$ cat config.mk
export PLATFORM = sky130hd
export DESIGN_NAME = mem_access_unit
export DESIGN_NICKNAME = d
export VERILOG_FILES = /design/src/rtl/mem_access_pkg.sv /design/src/rtl/mem_lane_align.sv /design/src/rtl/mem_access_unit.sv
export SDC_FILE = /design/constraint.sdc
export NUM_CORES = 1
export LEC_CHECK = 0
export CAP_MARGIN = 25
export CORE_UTILIZATION = 33
export CTS_BUF_LIST = sky130_fd_sc_hd__clkbuf_4 sky130_fd_sc_hd__clkbuf_8
export DETAILED_ROUTE_END_ITERATION = 12
export PLACE_DENSITY = 0.72
export REMOVE_ABC_BUFFERS = 1
export SLEW_MARGIN = 0
export SYNTH_ARGS = -nofsm -noshare
export SYNTH_HDL_FRONTEND = slang
export SYNTH_SLANG_ARGS = --single-unit
$ cat constraint.sdc
create_clock -name clk -period 4.8 [get_ports clk]
set_input_delay 0.96 -clock clk [delete_from_list [all_inputs] [get_ports clk]]
set_output_delay 0.96 -clock clk [all_outputs]
set_load 0.01 [all_outputs]
$ cat src/rtl/mem_access_pkg.sv
// ============================================================================
// Module      : mem_access_pkg
// Description : Op codes, FSM states, lane offsets and decode helpers for the
//               MIPS memory-stage load/store unit.
// Revision    : 1.0 - initial release
// ============================================================================
`default_nettype none

package mem_access_pkg;

    localparam logic [3:0] OP_LB  = 4'b0000;
    localparam logic [3:0] OP_LH  = 4'b0001;
    localparam logic [3:0] OP_LW  = 4'b0011;
    localparam logic [3:0] OP_LBU = 4'b0100;
    localparam logic [3:0] OP_LHU = 4'b0101;
    localparam logic [3:0] OP_SB  = 4'b1000;
    localparam logic [3:0] OP_SH  = 4'b1001;
    localparam logic [3:0] OP_SW  = 4'b1011;

    typedef enum logic [2:0] {
        ST_IDLE = 3'd0,
        ST_RD   = 3'd1,
        ST_CAP  = 3'd2,
        ST_WR   = 3'd3,
        ST_RESP = 3'd4
    } state_t;

    typedef enum logic [1:0] {
        SZ_BYTE = 2'd0,
        SZ_HALF = 2'd1,
        SZ_WORD = 2'd2,
        SZ_NONE = 2'd3
    } size_t;

    // Big-endian: byte offset 0 is the most significant lane of the word.
    localparam logic [1:0] LANE_B0 = 2'd0;
    localparam logic [1:0] LANE_B1 = 2'd1;
    localparam logic [1:0] LANE_B2 = 2'd2;
    localparam logic [1:0] LANE_B3 = 2'd3;
    localparam logic [1:0] LANE_H0 = 2'd0;
    localparam logic [1:0] LANE_H2 = 2'd2;

    function automatic size_t op_size(input logic [3:0] op);
        case (op)
            OP_LB, OP_LBU, OP_SB: op_size = SZ_BYTE;
            OP_LH, OP_LHU, OP_SH: op_size = SZ_HALF;
            OP_LW, OP_SW:         op_size = SZ_WORD;
            default:              op_size = SZ_NONE;
        endcase
    endfunction

    function automatic logic is_store(input logic [3:0] op);
        is_store = (op == OP_SB) || (op == OP_SH) || (op == OP_SW);
    endfunction

    function automatic logic is_unsigned(input logic [3:0] op);
        is_unsigned = (op == OP_LBU) || (op == OP_LHU);
    endfunction

    function automatic logic is_misaligned(input logic [3:0] op, input logic [1:0] off);
        case (op_size(op))
            SZ_HALF: is_misaligned = off[0];
            SZ_WORD: is_misaligned = (off != 2'd0);
            default: is_misaligned = 1'b0;
        endcase
    endfunction

endpackage

`default_nettype wire

$ cat src/rtl/mem_lane_align.sv
// ============================================================================
// Module      : mem_lane_align
// Description : Combinational big-endian lane extract/extend for loads and
//               lane merge for sub-word stores.
// Revision    : 1.0 - initial release
// ============================================================================
`default_nettype none

module mem_lane_align
    import mem_access_pkg::*;
(
    input  logic [3:0]  op_i,
    input  logic [1:0]  offset_i,
    input  logic [31:0] word_i,
    input  logic [15:0] wdata_i,
    output logic [31:0] load_o,
    output logic [31:0] merge_o
);

    logic [7:0]  w_byte;
    logic [15:0] w_half;

    always_comb begin
        w_byte = word_i[7:0];
        case (offset_i)
            LANE_B0: w_byte = word_i[31:24];
            LANE_B1: w_byte = word_i[23:16];
            LANE_B2: w_byte = word_i[15:8];
            LANE_B3: w_byte = word_i[7:0];
            default: w_byte = word_i[7:0];
        endcase

        w_half = word_i[31:16];
        case (offset_i)
            LANE_H0: w_half = word_i[31:16];
            LANE_H2: w_half = word_i[15:0];
            default: w_half = word_i[31:16];
        endcase
    end

    always_comb begin
        load_o = word_i;
        case (op_size(op_i))
            SZ_BYTE: load_o = is_unsigned(op_i) ? {24'd0, w_byte} : {{24{w_byte[7]}}, w_byte};
            SZ_HALF: load_o = is_unsigned(op_i) ? {16'd0, w_half} : {{16{w_half[15]}}, w_half};
            default: load_o = word_i;
        endcase
    end

    // Only the addressed lane changes; the rest of the old word is kept.
    always_comb begin
        merge_o = word_i;
        case (op_size(op_i))
            SZ_BYTE: begin
                case (offset_i)
                    LANE_B0: merge_o[31:24] = wdata_i[7:0];
                    LANE_B1: merge_o[23:16] = wdata_i[7:0];
                    LANE_B2: merge_o[15:8]  = wdata_i[7:0];
                    LANE_B3: merge_o[7:0]   = wdata_i[7:0];
                    default: merge_o = word_i;
                endcase
            end
            SZ_HALF: begin
                case (offset_i)
                    LANE_H0: merge_o[31:16] = wdata_i;
                    LANE_H2: merge_o[15:0]  = wdata_i;
                    default: merge_o = word_i;
                endcase
            end
            default: merge_o = word_i;
        endcase
    end

endmodule

`default_nettype wire

$ cat src/rtl/mem_access_unit.sv
// ============================================================================
// Module      : mem_access_unit
// Description : Single-outstanding load/store initiator with sub-word
//               read-modify-write and alignment/illegal-op checking.
// Revision    : 1.0 - initial release
// ============================================================================
`default_nettype none

module mem_access_unit
    import mem_access_pkg::*;
#(
    parameter int ADDR_W = 8
) (
    input  logic        clk,
    input  logic        rst,
    input  logic        req_valid,
    output logic        req_ready,
    input  logic [3:0]  req_op,
    input  logic [31:0] req_addr,
    input  logic [31:0] req_wdata,
    output logic        resp_valid,
    output logic        resp_err,
    output logic [31:0] resp_rdata,
    output logic [31:0] mem_addr,
    output logic [31:0] mem_wdata,
    output logic        mem_read,
    output logic        mem_write,
    input  logic [31:0] mem_rdata
);

    state_t      state_q, state_d;
    logic [3:0]  op_q, op_d;
    logic [31:0] addr_q, addr_d;
    logic [31:0] wdata_q, wdata_d;
    logic [31:0] rdata_q, rdata_d;
    logic        err_q, err_d;
    logic        w_err;
    logic [31:0] w_load;
    logic [31:0] w_merge;

    assign w_err = (op_size(req_op) == SZ_NONE) || is_misaligned(req_op, req_addr[1:0]);

    mem_lane_align u_align (
        .op_i     (op_q),
        .offset_i (addr_q[1:0]),
        .word_i   (mem_rdata),
        .wdata_i  (wdata_q[15:0]),
        .load_o   (w_load),
        .merge_o  (w_merge)
    );

    always_comb begin
        state_d = state_q;
        op_d    = op_q;
        addr_d  = addr_q;
        wdata_d = wdata_q;
        rdata_d = rdata_q;
        err_d   = err_q;
        case (state_q)
            ST_IDLE: begin
                if (req_valid) begin
                    op_d    = req_op;
                    addr_d  = req_addr;
                    wdata_d = req_wdata;
                    rdata_d = 32'd0;
                    err_d   = w_err;
                    if (w_err)
                        state_d = ST_RESP;
                    else if (op_size(req_op) == SZ_WORD && is_store(req_op))
                        state_d = ST_WR;
                    else
                        state_d = ST_RD;
                end
            end
            ST_RD:   state_d = ST_CAP;
            ST_CAP: begin
                if (is_store(op_q)) begin
                    wdata_d = w_merge;
                    state_d = ST_WR;
                end else begin
                    rdata_d = w_load;
                    state_d = ST_RESP;
                end
            end
            ST_WR:   state_d = ST_RESP;
            ST_RESP: state_d = ST_IDLE;
            default: state_d = ST_IDLE;
        endcase
    end

    always_ff @(posedge clk) begin
        if (rst) begin
            state_q <= ST_IDLE;
            op_q    <= 4'd0;
            addr_q  <= 32'd0;
            wdata_q <= 32'd0;
            rdata_q <= 32'd0;
            err_q   <= 1'b0;
        end else begin
            state_q <= state_d;
            op_q    <= op_d;
            addr_q  <= addr_d;
            wdata_q <= wdata_d;
            rdata_q <= rdata_d;
            err_q   <= err_d;
        end
    end

    // Bits above ADDR_W are not decoded by the memory but still pass through.
    assign mem_addr   = {addr_q[31:ADDR_W], addr_q[ADDR_W-1:2], 2'b00};
    assign mem_wdata  = wdata_q;
    assign mem_read   = (state_q == ST_RD);
    assign mem_write  = (state_q == ST_WR);
    assign req_ready  = (state_q == ST_IDLE);
    assign resp_valid = (state_q == ST_RESP);
    assign resp_err   = err_q & resp_valid;
    assign resp_rdata = rdata_q;

endmodule

`default_nettype wire

## Yosys cells after proc, flatten, opt, wreduce, memory -nomap -nowiden

Memory sizes are Yosys's and may differ from the RTL's. A register that Yosys moved wholly into a read port is not among the register bits.
Index checks and enable logic that the tools add are counted.

- Output and inout port bits: 101
- Memories kept: 5
- Register bits: 104
- Bits in read-only memories: 160
- Input port bits: 103

Memory list:

| name | words | bits a word | read ports | clocked after memory_dff | wr ports | RTL line | text |
|---|---|---|---|---|---|---|---|
| (no name shown) | 16 | 2 | 1 | 0 | 0 | mem_access_pkg.sv:44 | `case (op)` |
| (no name shown) | 16 | 2 | 1 | 0 | 0 | mem_access_pkg.sv:44 |  |
| (no name shown) | 16 | 2 | 1 | 0 | 0 | mem_access_pkg.sv:44 |  |
| (no name shown) | 16 | 2 | 1 | 1 | 0 | mem_access_pkg.sv:44 |  |
| (no name shown) | 16 | 2 | 1 | 1 | 0 | mem_access_pkg.sv:44 |  |

- Bitwise gates (word level): 1
- Mux-type cells: 31
- Reduce and logical (&&, ||, !) cells: 18
- Equal/unequal tests: 26

Operators by type and width:

| kind | number |
|---|---|
| 32-bit one-hot mux with 2 select lines | 4 |
| 32-bit two-way mux | 6 |
| 16-bit two-way mux | 3 |
| 8-bit two-way mux | 4 |
| 8-bit one-hot mux with 4 select lines | 1 |
| 4-bit == test (second input constant) | 6 |
| 4-bit two-way mux | 4 |
| 3-bit one-hot mux with 4 select lines | 1 |
| 2-bit == test (second input constant) | 5 |
| 3-bit two-way mux | 3 |
| 2-bit by 1-bit == test with 1-bit output (second input constant) | 4 |
| 4-bit by 3-bit == test with 1-bit output (second input constant) | 2 |
| 2-bit two-way mux | 4 |
| 3-bit by 2-bit == test with 1-bit output (second input constant) | 2 |
| 2-bit logical NOT | 3 |
| 1-bit logical OR | 6 |
| 2-bit inequality test (second input constant) | 3 |
| 3-bit inequality test (second input constant) | 2 |
| 3-bit AND reduction | 2 |
| 5-bit AND reduction | 1 |
| 4-bit AND reduction | 1 |
| 2-bit nonzero test | 2 |
| 3-bit by 1-bit == test with 1-bit output (second input constant) | 1 |
| 3-bit == test (second input constant) | 1 |
| other kinds (5) | 5 |

## Longest topological paths before layout

Gate-level depths: netlist (run 1).
An unclocked memory read counts as a cell.

- Depth in word-level cells: 13
- Depth in mapped cells: 10
- Depth with buffers taken out: 10

## Hierarchy

A second synthesis (run 1) with hierarchy kept.

- Cell total of the unflattened synthesis: 714
- Area total of the unflattened synthesis: 5984.5 sq um

By module, submodules not included:

| module | seq. area each (sq um) | cells an instance | area an instance (sq um) | instances |
|---|---|---|---|---|
| mem_access_unit | 2082.0 | 568 | 4714.5 | 1 |
| mem_lane_align | 0.0 | 146 | 1270.0 | 1 |

## Worst setup path after synthesis (run 1)

OpenSTA, ideal clock, no wires.

- Kind: input to register
- Start: in req_valid
- End: reg with a tool-made name
- Library setup time: 0.141 ns
- Arrival time: 2.413 ns
- Setup slack: 2.247 ns
- Required time: 4.659 ns
- Cell stages on the path: 8
- Cells stage by stage: nor4b_1 > clkbuf_1 > nand2_1 > a21oi_1 > inv_1 > ha_1 > o21ai_0 > o311ai_0

RTL lines:

| what | RTL line | text |
|---|---|---|
| start: declaration | mem_access_unit.sv:16 | `input logic req_valid,` |

==> impl_metrics.yaml, run 1 <==
synth:
  ys_types: 55
  synth_edf_count: 0
  yosys-top-cells-area: "dfxtp_1, nand2_1, mux2i_1"
  yosysTopAreaCell: "dfxtp_1"
  syn_area_um2: 5540
  ys_seq_area_frac: 0.383
  synth_top_cell_area_share: 0.383
  postSynthAreaPerCell_um2: 8.15
  async_reset_ff_frac: 0
  synth_warnings: 0
  syn_inst: 679
  synth_flop_cell: "dfxtp_1"
  synth_seq_cells: 106
min_path:
  min_path_type: "register to register"
routing:
  vias: 5485
  postRouteAntennaNets: 0
  drc: 0
  drt_iter0_drc: 292
  first_pass_iters: 4
  routedWlPerCell_um: 17.9
  viasPerCell: 5.27
  postRouteWirelength_mm: 18.6
cells_and_area:
  nets: 930
  final_util: 0.476
  diodes: 0
  syn_to_final_growth_pct: 38.6
  seq_area_um2: 2120
  drive_above_1_share: 0.0618
  multi_input_area_um2: 2900
  fillers: 1574
job:
  cap_violations: 0
die:
  rows: 46
  core_area_um2: 16100
  initial_core_util: 0.344
  ios: 204
  dieWidth_um: 132
  dieArea_um2: 17300
  die_h_um: 132
clock_network:
  post_cts_buffers: 0
  post_cts_resized: 0
  cts_max_level: 3
  clockRootBuffer: "clkbuf_8"
  cts_tree: "done"
  ctsHoldBuffers: 0
  cts_sinks: 106
  cts_buffer_depth: 2
  cts_inserted_buffers: 9
  clk_pin_slew_ns: 0.10
  clk_latency_ns: 0.40
timing:
  finClkSkew_ns: 0.0222
  rsz0062_at_grt: "false"
  hold_viol_final: 0
  finalSetupTns_ns: 0
  max_freq_ghz: 0.314
  period_needed_ns: 3.18
  finalCritPeriodShare: 0.663
  slew_headroom: 0.141
  tightest_slew_ns: 1.29
  final-setup-viol-count: 0
  slew_viol_final: 0
global_routing:
  grt_usage: 0.216
  grt_pass1_wl_mm: 29.4
  grt_pass1_vias: 5277
  grt_max_degree: 60
  antenna_found_initial: 0
  grt-ovfl-total: 0
outcome:
  status: "finished clean"
placement:
  numPortBuffers: 201
  hpwl_mm: 13.5
  gp_congestion: 0.819
setup_path:
  path_max_fanout: 45
  crit_type: "input pin to register"
  required_ns: 5.04
  critPathLaunchType: "input pin"
  crit_arrival_ns: 3.42
  endpoint_kind: "register"
power:
  irDropWorstVdd_uv: 198
  p_sw_mw: 0.723
  power.share.clock: 0.263
  p_leak_nw: 2.80
  seq_power_share: 0.454
  p_per_area_nw_per_um2: 292
  switching_share: 0.323
  p_int_mw: 1.52
  p_comb_frac: 0.284
==> per-stage QoR <==
stage          cells  hold slack (ns)  setup slack [ns]  cell area [µm²]  total power [mW]
3_5_place_dp    1025            0.446              1.22             7470              1.67
5_1_grt         1041            0.475              1.45             7680              2.36
2_1_floorplan    594            0.442            -0.856             5080              1.32
4_1_cts         1041            0.459              1.65             7680              2.26
3_3_place_gp    1024            0.441              1.31             7460              1.66
6_report        1041            0.455              1.62             7680              2.24
==> state kept, by name (all words and copies together), names as in the netlist, named ones only <==
register    cells
state_q         3
err_q           1
mem_wdata      32
addr_q         32
resp_rdata     32
op_q            4
==> metal layers <==
metal / routed length [µm] / GRT usage
met1: 8310 / 0.280
met2: 8140 / 0.330
met3: 1710 / 0.0748
met4: 490 / 0.0749
met5: 0 / 0
==> final timing paths <==
| check | slack (ns) | startpoint | cells past startpoint | end |
|---|---|---|---|---|
| setup / recovery | 1.62 | req_valid | 8 | register |
| hold reg to reg | 0.46 | addr_q[4] | 2 | addr_q[4] |
| hold / removal | 0.46 | addr_q[4] | 2 | addr_q[4] |
| setup reg to reg | 1.73 | addr_q[1] | 4 | resp_rdata[19] |
==> power by group through the flow <==
stage               clock network, mW  logic [mW]  registers (mW)
detailed placement                  0       0.633            1.04
finish                          0.589       0.636            1.02
CTS                             0.605       0.636            1.02
floorplan                           0       0.276            1.05
global route                    0.639       0.694            1.03
global placement                    0       0.629            1.04
==> layout make-up <==
class	count	share of cell area
timing repair buffer	215	0.275
clock inverter	5	0.00782
sequential	106	0.276
tap	216	0.0352
multi-input combinational	471	0.378
clock buffer	11	0.0189
inverter	17	0.00831
==> critical path, stage by stage <==
cell and delay, ns:
clkdlybuf4s50_1 0.54, or4b_2 1.04, nand2_1 0.19, a21oi_1 0.10
inv_1 0.11, ha_1 0.23, o21ai_0 0.07, o311ai_0 0.16
==> cells in the final DEF (no fill, tap or decap), types with 3 or more instances in the layout <==
cell type and instances:
nor3_1 23, a31oi_1 3, mux2i_1 35, nand2_1 125, nand2b_1 12, or4_1 8, nor2b_1 6, o21ai_1 10
o211ai_1 15, dfxtp_1 106, clkbuf_8 10, a21oi_1 55, and3_1 9, a311oi_1 8, nor2_1 41, ha_1 7
clkdlybuf4s50_1 200, a21o_1 4, o2bb2ai_1 9, o21ai_0 10, a311o_1 8, a32oi_1 16, a221oi_1 8, o32ai_1 8
a22oi_1 9, inv_1 17, buf_4 14, mux2_2 10, nand3_1 3
==> cells in the mapped netlist (all sizes together) (2+ instances only) <==
master   instances
a21o             4
a21oi           55
a221oi           8
a22oi            9
a311o            8
a311oi           8
a31oi            3
a32oi           16
and2             2
and3             9
buf             41
clkbuf          45
dfxtp          106
ha               7
inv             17
mux2            10
mux2i           35
nand2          125
nand2b          12
nand3            3
nor2            41
nor2b            6
nor3            23
nor3b            3
nor4b            2
o211ai          15
o21ai           20
o2bb2ai          9
o311ai           2
o32ai            8
or3              2
or3b             2
or4              8
or4b             3
==> kinds of logic after synthesis <==
| family | synth area share |
|---|---|
| simple gates | 0.202 |
| compound gates | 0.216 |
| flops | 0.383 |
| buf+inv | 0.0951 |
| mux | 0.0836 |
| fa+ha+maj | 0.0176 |
| other cells | 0.000677 |
| xor+xnor | 0.00158 |
(Power assumes the default switching activity.)
==> run 2: changes to the inputs <==
clock period = 3 ns   (was 4.8 ns; I/O delays follow)
==> impl_metrics.yaml, run 2 (same netlist as run 1, synthesis figures left out) <==
global_routing:
  grt_max_degree: 33
  grt_pass1_vias: 5307
  grt_usage: 0.216
  grt-ovfl-total: 0
  antenna_found_initial: 0
  grt_pass1_wl_mm: 29.3
outcome:
  status: "finished clean"
clock_network:
  cts_sinks: 106
  post_cts_buffers: 0
  clk_pin_slew_ns: 0.09
  clk_latency_ns: 0.40
  cts_buffer_depth: 2
  cts_max_level: 3
  cts_inserted_buffers: 9
  post_cts_resized: 0
  ctsHoldBuffers: 0
  clockRootBuffer: "clkbuf_8"
  cts_tree: "done"
timing:
  finalCritPeriodShare: 0.835
  slew_viol_final: 0
  period_needed_ns: 2.50
  max_freq_ghz: 0.399
  final-setup-viol-count: 0
  rsz0062_at_grt: "false"
  slew_headroom: 0.348
  hold_viol_final: 0
  tightest_slew_ns: 0.970
  finClkSkew_ns: 0.0174
routing:
  drt_iter0_drc: 342
  first_pass_iters: 5
  vias: 5608
  postRouteWirelength_mm: 18.8
  postRouteAntennaNets: 0
  drc: 0
  viasPerCell: 5.32
  routedWlPerCell_um: 17.9
min_path:
  min_path_type: "register to register"
cells_and_area:
  mostFrequentLayoutCell: "clkdlybuf4s50_1"
  diodes: 0
  fillers: 1598
  final_cell_mix: "clkdlybuf4s50_1, nand2_1, dfxtp_1"
  final-instance-count-excl-fill: 1055
  nets: 946
  syn_to_final_growth_pct: 40.6
  seq_area_um2: 2120
  multi_input_area_um2: 2900
  drive_above_1_share: 0.0775
setup_path:
  max_stage_delay_ns: 0.63
  crit_chain: "nor3b_1 -> clkdlybuf4s50_1"
  path_max_fanout: 12
  crit_buf_inv: 1
  crit_type: "register to output port"
  crit_family: "buffers and inverters"
  endpoint_kind: "output port"
  crit_slowest_cell: "clkdlybuf4s50_1"
  crit_arrival_ns: 1.90
  critPathLaunchType: "register"
  required_ns: 2.40
die:
  dieWidth_um: 132
  initial_core_util: 0.344
  ios: 204
  dieArea_um2: 17300
  core_area_um2: 16100
  rows: 46
  die_h_um: 132
job:
  cap_violations: 0
power:
  irDropWorstVdd_uv: 290
  p_leak_nw: 2.87
  p_per_area_nw_per_um2: 463
  total_power_mw: 3.61
placement:
  numPortBuffers: 201
  hpwl_mm: 13.8
  gp_congestion: 0.837
  dpl.cell_count: 1041
-- run 2: metal layers --
layer,global-route usage,share of wire,vias to the layer above
met2,0.328,0.45,270
met5,0,0,-
met4,0.0801,0.026,0
met3,0.0718,0.097,28
met1,0.281,0.43,2613
li1,-,-,2697
-- run 2: final cells by class --
type / instances / area share
clock buffers: 12 / 0.0196
flip-flops and latches: 106 / 0.273
clock inverters: 2 / 0.00498
multi-input cells: 471 / 0.373
inverters: 17 / 0.00820
well taps: 216 / 0.0347
repair buffers: 231 / 0.287
-- run 2: final timing paths --
check	slack, ns	from	cells after the start	end
setup / recovery	0.50	state_q[0]	2	mem_read
hold / removal	0.46	addr_q[24]	2	addr_q[24]
setup reg to reg	0.71	state_q[1]	4	resp_rdata[20]
hold reg to reg	0.46	addr_q[24]	2	addr_q[24]
-- run 2: tightest hold or removal path, stage by stage (launching register included) --
cell and delay, ns:
dfxtp_1 0.32, nand2_1 0.05, a21oi_1 0.05
-- run 2: stage by stage --
step | cell area (µm²) | setup WS (ns) | hold slack, ns | util | TNS, ns
final | 7780 | 0.496 | 0.458 | 0.483 | 0
after global routing | 7780 | 0.371 | 0.480 | 0.483 | 0
after CTS | 7780 | 0.487 | 0.459 | 0.483 | 0
after detailed placement | 7590 | 0.234 | 0.446 | 0.471 | 0
after global placement | 7590 | 0.350 | 0.440 | 0.471 | 0
after floorplan | 5080 | -2.35 | 0.442 | - | -99.95
-- run 2: power by group --
part	switching (mW)	leakage [nW]	internal [mW]	total (mW)
Sequential	0.0927	0.868	1.51	1.60
Clock	0.494	0.0994	0.421	0.915
Combinational	0.560	1.91	0.526	1.09
==> run 3: changes to the inputs <==
PLACE_DENSITY = 0.75   (was 0.72)
clock period = 2.2 ns   (was 3 ns; I/O delays follow)
==> impl_metrics.yaml, run 3 (same netlist as run 1, synthesis figures left out) <==
outcome:
  status: "finished clean"
setup_path:
  critPathLaunchType: "register"
  timing.rr.end: "resp_rdata[16]"
  crit_family: "buffers and inverters"
  crit_type: "register to output port"
  r2r_cells: 4
  endpoint_kind: "output port"
  crit_slowest_cell: "clkdlybuf4s50_1"
  required_ns: 1.76
  max_stage_delay_ns: 0.54
  crit_arrival_ns: 1.67
  r2r_slack_ns: 0.14
  r2r_start: "state_q[2]"
  path_max_fanout: 15
  crit_chain: "buf_8 -> and3b_1 -> clkdlybuf4s50_1"
  crit_buf_inv: 2
routing:
  drt_iter0_drc: 358
  vias: 5679
  first_pass_iters: 5
  routedWlPerCell_um: 17.7
  viasPerCell: 5.27
  postRouteAntennaNets: 0
  drc: 0
  postRouteWirelength_mm: 19.0
power:
  p_per_area_nw_per_um2: 618
  irDropWorstVdd_uv: 409
  p_leak_nw: 3.00
global_routing:
  grt_max_degree: 80
  grt-ovfl-total: 0
  grt_pass1_wl_mm: 29.6
  antenna_found_initial: 0
  grt_pass1_vias: 5524
  grt_usage: 0.218
clock_network:
  ctsHoldBuffers: 0
  clockRootBuffer: "clkbuf_8"
  cts_buffer_depth: 2
  cts_inserted_buffers: 9
  cts_tree: "done"
  cts_sinks: 106
  cts_max_level: 3
  clk_latency_ns: 0.39
  post_cts_buffers: 0
  clk_pin_slew_ns: 0.10
job:
  cap_violations: 0
cells_and_area:
  mostFrequentLayoutCell: "clkdlybuf4s50_1"
  final-instance-count-excl-fill: 1077
  final_area_um2: 7970
  syn_to_final_growth_pct: 44.0
  final_cell_mix: "clkdlybuf4s50_1, nand2_1, dfxtp_1"
  drive_above_1_share: 0.105
  diodes: 0
  fillers: 1611
  nets: 967
timing:
  slew_viol_final: 0
  rsz0062_at_grt: "false"
  tightest_slew_ns: 0.949
  finClkSkew_ns: 0.0174
  final-setup-viol-count: 0
  max_freq_ghz: 0.474
  slew_headroom: 0.362
  period_needed_ns: 2.11
  finalCritPeriodShare: 0.960
  hold_viol_final: 0
die:
  ios: 204
  die_h_um: 132
  rows: 46
  dieArea_um2: 17300
  dieWidth_um: 132
  core_area_um2: 16100
  initial_core_util: 0.344
placement:
  dpl.cell_count: 1062
  numPortBuffers: 201
  gp_congestion: 0.851
  hpwl_mm: 14.1
  place_area_um2: 7770
min_path:
  holdPathStages: 2
  min_from: "addr_q[16]"
  min_path_type: "register to register"
  min_to: "addr_q[16]"
==> run 3: layout make-up <==
class / instances / area (µm²) / share of cell area
clock inverter: 1 / 8.76 / 0.00110
clock buffer: 14 / 180 / 0.0226
multi-input combinational: 471 / 2910 / 0.365
inverter: 17 / 63.8 / 0.00800
sequential: 106 / 2120 / 0.266
timing repair buffer: 252 / 2420 / 0.303
tap: 216 / 270 / 0.0339
==> run 3: worst register-to-register path, cell delays in order, from the launching register on <==
cell     delay [ns]
dfxtp_1        0.38
or3b_1         0.40
a21o_1         0.19
or4b_1         0.77
o21ai_0        0.25
==> run 3: power breakdown <==
group	total (mW)	internal (mW)	leakage, nW	switching (mW)
Sequential	2.18	2.06	0.869	0.121
Combinational	1.54	0.758	2.03	0.778
Clock	1.21	0.528	0.0996	0.682
==> run 3: metrics by stage <==
step	power [mW]	utilization	setup WS (ns)	setup TNS, ns	hold WS, ns
3_5_place_dp	3.76	0.482	-0.239	-1.05	0.447
4_1_cts	4.97	0.494	0.0375	0	0.454
2_1_floorplan	2.89	-	-3.15	-173.67	0.442
3_3_place_gp	3.74	0.482	-0.185	-0.654	0.441
6_report	4.93	0.495	0.0888	0	0.455
5_1_grt	5.18	0.495	0.0128	0	0.480
==> run 3: routing by layer <==
metal  up-vias  GRT usage  part of all wire  routed length, µm
li1       2750          -                 -                  -
met1      2630      0.269              0.42               7980
met2       260      0.356              0.47               8940
met3        39     0.0579             0.080               1510
met4         0     0.0891             0.032                606
met5         -          0                 0                  0
==> run 3: repair_timing <==
item / 4_1_cts / 5_1_grt
pin swaps: 0 / 0
endpoints found under the setup margin: 5 / 8
gates resized for setup: 8 / 1
==> run 3: how the worst max path moves through the flow <==
stage | slack [ns] | startpoint | cells past startpoint | endpoint
5_1_grt | 0.01 | req_op[0] | 11 | state_q[0]
6_report | 0.09 | state_q[1] | 3 | mem_write
2_1_floorplan | -3.15 | state_q[1] | 4 | resp_rdata[7]
3_5_place_dp | -0.24 | req_valid | 8 | register
4_1_cts | 0.04 | state_q[1] | 3 | mem_write
3_3_place_gp | -0.18 | req_valid | 8 | register
